[config.mk]
export PLATFORM = sky130hd
export DESIGN_NAME = gemm_sequencer
export DESIGN_NICKNAME = d
export VERILOG_FILES = /design/src/rtl/GEMM_pkg.sv /design/src/rtl/gemm_seq_out_fifo.sv /design/src/rtl/gemm_sequencer.sv
export SDC_FILE = /design/constraint.sdc
export NUM_CORES = 1
export LEC_CHECK = 0
export CORE_ASPECT_RATIO = 1.5
export CORE_MARGIN = 2
export CORE_UTILIZATION = 52
export DETAILED_ROUTE_END_ITERATION = 16
export PLACE_DENSITY = 0.85
export SLEW_MARGIN = 10
export SYNTH_ARGS = -nofsm -noshare
export SYNTH_HDL_FRONTEND = slang
export SYNTH_SLANG_ARGS = --single-unit
[constraint.sdc]
create_clock -name clk -period 7.78 [get_ports clk]
set_clock_uncertainty 0.15 [all_clocks]
set_input_delay 1.556 -clock clk [delete_from_list [all_inputs] [get_ports clk]]
set_output_delay 1.556 -clock clk [all_outputs]
set_load 0.02 [all_outputs]
[src/rtl/GEMM_pkg.sv]
// Shared types for the GEMM sequencer: the command bus into the systolic array
// and the sequencer state encoding.
package GEMM_pkg;

  typedef enum logic [1:0] {
    CMD_NONE          = 2'd0,
    CMD_WRITE_WEIGHTS = 2'd1,
    CMD_STREAM        = 2'd2
  } command_t;

  typedef enum logic [2:0] {
    IDLE   = 3'd0,
    LOAD_W = 3'd1,
    STREAM = 3'd2,
    DRAIN  = 3'd3,
    FLUSH  = 3'd4
  } seq_state_t;

  // Width of a row counter that must reach maxRows without wrapping.
  function automatic int rowCountWidth(input int maxRows);
    return $clog2(maxRows + 1);
  endfunction

endpackage

[src/rtl/gemm_seq_out_fifo.sv]
// First-word-fall-through result buffer: one row of data plus an end-of-job flag
// per entry. A push into a full buffer is accepted only when a pop frees a slot.
module gemm_seq_out_fifo #(
  parameter int DATA_W         = 16,
  parameter int OUT_FIFO_DEPTH = 4
) (
  input  logic              clk,
  input  logic              resetn,
  input  logic              i_push,
  input  logic [DATA_W-1:0] i_data,
  input  logic              i_last,
  input  logic              i_pop,
  output logic [DATA_W-1:0] o_data,
  output logic              o_last,
  output logic              o_empty,
  output logic              o_full
);

  localparam int AW = $clog2(OUT_FIFO_DEPTH);

  logic [DATA_W-1:0]         r_data [OUT_FIFO_DEPTH];
  logic [OUT_FIFO_DEPTH-1:0] r_lastFlag;
  logic [AW-1:0]             r_wrPtr;
  logic [AW-1:0]             r_rdPtr;
  logic [AW:0]               r_count;
  logic                      w_doPush;
  logic                      w_doPop;

  assign o_empty  = (r_count == '0);
  assign o_full   = (r_count == (AW+1)'(OUT_FIFO_DEPTH));
  assign w_doPop  = i_pop && !o_empty;
  assign w_doPush = i_push && (!o_full || w_doPop);
  assign o_data   = r_data[r_rdPtr];
  assign o_last   = !o_empty && r_lastFlag[r_rdPtr];

  always_ff @(posedge clk or negedge resetn) begin
    if (!resetn) begin
      r_wrPtr    <= '0;
      r_rdPtr    <= '0;
      r_count    <= '0;
      r_lastFlag <= '0;
    end else begin
      if (w_doPush) begin
        r_wrPtr             <= r_wrPtr + AW'(1);
        r_lastFlag[r_wrPtr] <= i_last;
      end
      if (w_doPop) begin
        r_rdPtr <= r_rdPtr + AW'(1);
      end
      case ({w_doPush, w_doPop})
        2'b10:   r_count <= r_count + (AW+1)'(1);
        2'b01:   r_count <= r_count - (AW+1)'(1);
        default: r_count <= r_count;
      endcase
    end
  end

  // Payload storage needs no reset: it is only observable through a valid entry.
  always_ff @(posedge clk) begin
    if (w_doPush) begin
      r_data[r_wrPtr] <= i_data;
    end
  end

endmodule

[src/rtl/gemm_sequencer.sv]
// Feeds one job (a weight matrix plus a stream of activation rows) through a
// systolic GEMM array and buffers the result rows behind a ready/valid output.
module gemm_sequencer
  import GEMM_pkg::*;
#(
  parameter int SA_SIZE                = 2,
  parameter int WEIGHT_ACTIVATION_SIZE = 8,
  parameter int MAX_ROWS               = 16,
  parameter int OUT_FIFO_DEPTH         = 4,
  localparam int W  = WEIGHT_ACTIVATION_SIZE,
  localparam int RW = rowCountWidth(MAX_ROWS)
) (
  input  logic                                clk,
  input  logic                                resetn,
  input  logic                                start_valid,
  output logic                                start_ready,
  input  logic [SA_SIZE-1:0][SA_SIZE-1:0][W-1:0] job_weights,
  input  logic [RW-1:0]                       job_num_rows,
  input  logic                                in_valid,
  output logic                                in_ready,
  input  logic [SA_SIZE-1:0][W-1:0]           in_row,
  output logic                                out_valid,
  input  logic                                out_ready,
  output logic [SA_SIZE-1:0][W-1:0]           out_row,
  output logic                                out_last,
  output command_t                            gemm_cmd,
  output logic [SA_SIZE-1:0][SA_SIZE-1:0][W-1:0] gemm_weights,
  output logic [SA_SIZE-1:0][W-1:0]           gemm_activations,
  input  logic [SA_SIZE-1:0][W-1:0]           gemm_outputs,
  input  logic                                gemm_output_valid,
  output logic                                busy,
  output logic                                done
);

  seq_state_t                        r_state;
  logic [SA_SIZE-1:0][SA_SIZE-1:0][W-1:0] r_weights;
  logic [RW-1:0]                     r_numRows;
  logic [RW-1:0]                     r_rowsIn;
  logic [RW-1:0]                     r_rowsOut;
  logic                              r_done;

  logic w_fifoEmpty;
  logic w_fifoFull;
  logic w_fifoLast;
  logic w_pop;
  logic w_streamOk;
  logic w_accept;
  logic w_drainStep;
  logic w_push;
  logic w_pushLast;
  logic [SA_SIZE*W-1:0] w_fifoData;

  // The array only advances on a stream cycle, so it is held whenever the
  // buffer has no room for a result that might emerge this cycle.
  always_comb begin
    w_pop       = !w_fifoEmpty && out_ready;
    w_streamOk  = !w_fifoFull || w_pop;
    w_accept    = (r_state == STREAM) && in_valid && w_streamOk;
    w_drainStep = (r_state == DRAIN) && w_streamOk && (r_rowsOut < r_numRows);

    gemm_cmd = CMD_NONE;
    if (r_state == LOAD_W) begin
      gemm_cmd = CMD_WRITE_WEIGHTS;
    end else if (w_accept || w_drainStep) begin
      gemm_cmd = CMD_STREAM;
    end

    gemm_activations = w_accept ? in_row : '0;
    w_push     = gemm_output_valid && (gemm_cmd == CMD_STREAM) && (r_rowsOut < r_numRows);
    w_pushLast = ((r_rowsOut + RW'(1)) == r_numRows);
  end

  assign in_ready     = w_accept;
  assign start_ready  = (r_state == IDLE);
  assign busy         = (r_state != IDLE);
  assign done         = r_done;
  assign gemm_weights = r_weights;
  assign out_valid    = !w_fifoEmpty;
  assign out_row      = w_fifoData;
  assign out_last     = w_fifoLast;

  always_ff @(posedge clk or negedge resetn) begin
    if (!resetn) begin
      r_state   <= IDLE;
      r_weights <= '0;
      r_numRows <= '0;
      r_rowsIn  <= '0;
      r_rowsOut <= '0;
      r_done    <= 1'b0;
    end else begin
      r_done <= 1'b0;
      if (w_push) begin
        r_rowsOut <= r_rowsOut + RW'(1);
      end
      if (w_accept) begin
        r_rowsIn <= r_rowsIn + RW'(1);
      end
      case (r_state)
        IDLE: begin
          if (start_valid) begin
            r_weights <= job_weights;
            r_numRows <= job_num_rows;
            r_rowsIn  <= '0;
            r_rowsOut <= '0;
            r_state   <= (job_num_rows == '0) ? FLUSH : LOAD_W;
          end
        end
        LOAD_W: r_state <= STREAM;
        STREAM: begin
          if (w_accept && ((r_rowsIn + RW'(1)) == r_numRows)) begin
            r_state <= DRAIN;
          end
        end
        DRAIN: begin
          // Also covers an array that delivered every result while still streaming.
          if ((r_rowsOut == r_numRows) || (w_push && w_pushLast)) begin
            r_state <= FLUSH;
          end
        end
        FLUSH: begin
          if (w_fifoEmpty) begin
            r_done  <= 1'b1;
            r_state <= IDLE;
          end
        end
        default: r_state <= IDLE;
      endcase
    end
  end

  gemm_seq_out_fifo #(
    .DATA_W         (SA_SIZE * W),
    .OUT_FIFO_DEPTH (OUT_FIFO_DEPTH)
  ) u_outFifo (
    .clk     (clk),
    .resetn  (resetn),
    .i_push  (w_push),
    .i_data  (gemm_outputs),
    .i_last  (w_pushLast),
    .i_pop   (w_pop),
    .o_data  (w_fifoData),
    .o_last  (w_fifoLast),
    .o_empty (w_fifoEmpty),
    .o_full  (w_fifoFull)
  );

endmodule
==> flow_metrics.env <==
export IMPL_ys_dominant_reg_cell="edfxtp_1"
export IMPL_timing_max_slew_rel_slack_pct=34.3
export IMPL_chipWidth_um=87.7
export IMPL_timing_worst_slew_pin_value_ns=0.986
export IMPL_first_global_vias=3653
export IMPL_grt_first_pass_wirelength_um=17700
export IMPL_coreArea_mm2=0.0102
export IMPL_multiInputGateArea_mm2=0.00184
export IMPL_maxCapViolations=0
export IMPL_antenna_cells=0
export IMPL_die_area_mm2=0.0114
export IMPL_track_usage_pct=20.5
export IMPL_grt_max_degree=63
export IMPL_mappedNetlistArea_mm2=0.00547
export IMPL_synth_cell_type_count=50
export IMPL_fraction_of_synthesized_cell_area_taken_by_the_top_area_cell_type_pct=35.2
export IMPL_outcome="finished clean"
export IMPL_startpoint_type="input port"
export IMPL_clk_insertion_delay_late_ns=0.40
export IMPL_fmax_mhz=190
export IMPL_grt_setup_unrepaired="false"
export IMPL_initial_antenna_violation_count=0
export IMPL_synthDominantAreaCellType="edfxtp_1"
export IMPL_totalNegativeSetupSlack_ns=0
export IMPL_asyncSetResetFlopFracSynth_pct=49.2
export IMPL_cp_arrival_ns=3.57
export IMPL_fin_total_pwr_w=0.00303
export IMPL_postSynthCellCount=354
export IMPL_dpl_worst_slack_ns=2.52
export IMPL_floorplan_rows=45
export IMPL_total_leakage_power_nw=2.97
export IMPL_fin_worst_setup_slack_ns=2.51
export IMPL_io_pin_count=147
export IMPL_post_cts_setup_buffers=0
export IMPL_hpwlAfterDp_um=7810
export IMPL_dr_total_vias=3476
export IMPL_ctsRootBufferMaster="clkbuf_16"
export IMPL_cts_tree="built"
export IMPL_postCtsHoldBufs=0
export IMPL_ys_seq_area_share_pct=63.6
export IMPL_cells_along_the_critical_path="clkdlybuf4s50_1, or4b_4, and2_1, nand2b_1, clkdlybuf4s50_1"
export IMPL_clk_path_buf_depth=2
export IMPL_htreeDepth=4
export IMPL_timing_hold_worst_class="reg -> reg"
export IMPL_finalMaxSlewViolations=0
export IMPL_die_height_um=130
export IMPL_fin_crit_sh_pct=67.8
export IMPL_avgRoutedWirePerCell_um=16.8
export IMPL_drt_antenna_violating_nets=0
export IMPL_initial_utilization_pct=53.6
export IMPL_numCtsBuffers=17
export IMPL_layout_area_seq_mm2=0.00347
export IMPL_firstDrtPassIters=4
export IMPL_finalHoldViolations=0
export IMPL_drt_first_iter_violations=170
export IMPL_viasPerCell=5.27
export IMPL_cp_data_required_time_ns=6.07
export IMPL_final_cell_mix="clkdlybuf4s50_1, edfxtp_1, dfrtp_1"
export IMPL_post_route_drc_count=0
export IMPL_wire_length_after_detailed_routing_um=11100
export IMPL_worst_path_max_fanout=20
export IMPL_yosysWarningCount=0
export IMPL_layout_cells_most_common="clkdlybuf4s50_1"
export IMPL_yosys_register_bits=126
export IMPL_critPathSlowestCell="or4b_4"
export IMPL_postSynthAreaPerCell_um2=15.4
export IMPL_final_weighted_congestion_in_routability_driven_placement=0.806
export IMPL_cts_sink_count=126
export IMPL_syn2layout_area_growth_pct=39.3
export IMPL_p_per_area_mw_per_mm2=398
export IMPL_synth_net_count=442
export IMPL_setup_violations=0
export IMPL_critical_setup_path_class="in -> out"
export IMPL_portBuffers=146
export IMPL_path_common_cell="clkdlybuf4s50_1"
export IMPL_synth_edff_count=64
export IMPL_nFillCells=652
export IMPL_layout_drive_gt1_share_pct=19.9
export IMPL_cts_resized=0
export IMPL_cts_clk_slew_worst_paths_ns=0.05
export IMPL_final_net_count=593
export IMPL_grt_remaining_overflow=0
export IMPL_finalWorstPathRequiredPeriod_ns=5.27
export IMPL_synth_area_leaders="edfxtp_1, dfrtp_1, mux2_2"
export IMPL_max_stage_delay_ns=0.60
export IMPL_setup_worst_path_end_class="output pin"
export IMPL_max_vdd_ir_drop_v=0.000252
==> kinds of logic (layout without fill, tap and decap cells) <==
logic type | after synthesis | count (layout) | share of synthesized area, %
compound gates | 28 | 28 | 3.37
xor+xnor | 24 | 24 | 3.85
fa+ha+maj | 13 | 13 | 3.11
buf+inv | 32 | 196 | 2.75
flops | 126 | 126 | 63.6
mux | 56 | 56 | 15.1
simple gates | 75 | 75 | 8.24
==> cell type report <==
class	instances	share of cell area, %
flip-flops and latches	126	45.6
well taps	141	2.32
inverters	16	0.789
clock buffers	17	5.59
multi-input cells	196	24.2
clock inverters	15	2.14
repair buffers	148	19.3
==> where the power goes <==
| part | switching [W] | total [W] | internal, W |
|---|---|---|---|
| Clock | 0.000293 | 0.000769 | 0.000475 |
| Sequential | 0.000142 | 0.00103 | 0.000893 |
| Combinational | 0.000586 | 0.00123 | 0.000643 |
| Total | 0.00102 | 0.00303 | 0.00201 |
==> cells in the mapped netlist, drive strengths merged, types with 2 or more instances <==
library cell and n:
mux2i 2, and3 16, xnor2 15, or3 2
mux4 17, clkbuf 4, ha 12, nand2 10
nor3 2, inv 16, nand4 3, or3b 2
and2 8, buf 12, a21oi 7, o21ai 10
mux2 37, or4b 2, dfrtp 62, nand2b 3
nor2 12, xor2 9, edfxtp 64, nand3 6
a21o 2, nor3b 2
==> worst paths after layout <==
check                                          start                       to  slack [ns]  cells past startpoint
worst max-delay path                       out_ready              gemm_cmd[1]        2.51                      5
max in group asynchronous                     resetn         gemm_weights[30]        5.79                      2
min in group asynchronous                     resetn         gemm_weights[31]        1.18                      2
worst min-delay path            u_outFifo.r_count[2]     u_outFifo.r_count[2]        0.35                      1
worst min register to register  u_outFifo.r_count[2]     u_outFifo.r_count[2]        0.35                      1
worst max register to register          r_numRows[2]  u_outFifo.r_lastFlag[3]        4.53                      7
==> per-layer routing <==
layer  part of all wire [%]  track usage, %  vias up
met5                      0               0        -
li1                       -               -     1617
met3                    6.5            7.20       11
met1                     39            23.4     1717
met4                    1.7            7.78        0
met2                     52            35.1      131
==> metrics by stage <==
stage	instance area (µm²)	hold WS (ns)	utilization [%]	instances
3_3_place_gp	7020	0.338	68.9	627
6_report	7610	0.352	74.7	659
3_5_place_dp	7020	0.345	68.9	627
5_1_grt	7610	0.368	74.7	659
2_1_floorplan	5470	0.306	-	354
4_1_cts	7610	0.359	74.7	659
==> flip-flops by register name (all words and copies together) (netlist names) <==
| name | flops |
|---|---|
| u_outFifo.r_data | 64 |
| gemm_weights | 32 |
| r_numRows | 5 |
| r_rowsIn | 5 |
| r_rowsOut | 5 |
| u_outFifo.r_lastFlag | 4 |
| r_state | 3 |
| u_outFifo.r_count | 3 |
| u_outFifo.r_rdPtr | 2 |
| u_outFifo.r_wrPtr | 2 |
| done | 1 |
==> worst max-delay path, delay by kind of cell <==
kind                   cells  cell delay [ns]
and+or+nand+nor            3             1.05
buffers and inverters      2             0.95
Power figures use the tool's default switching activity.
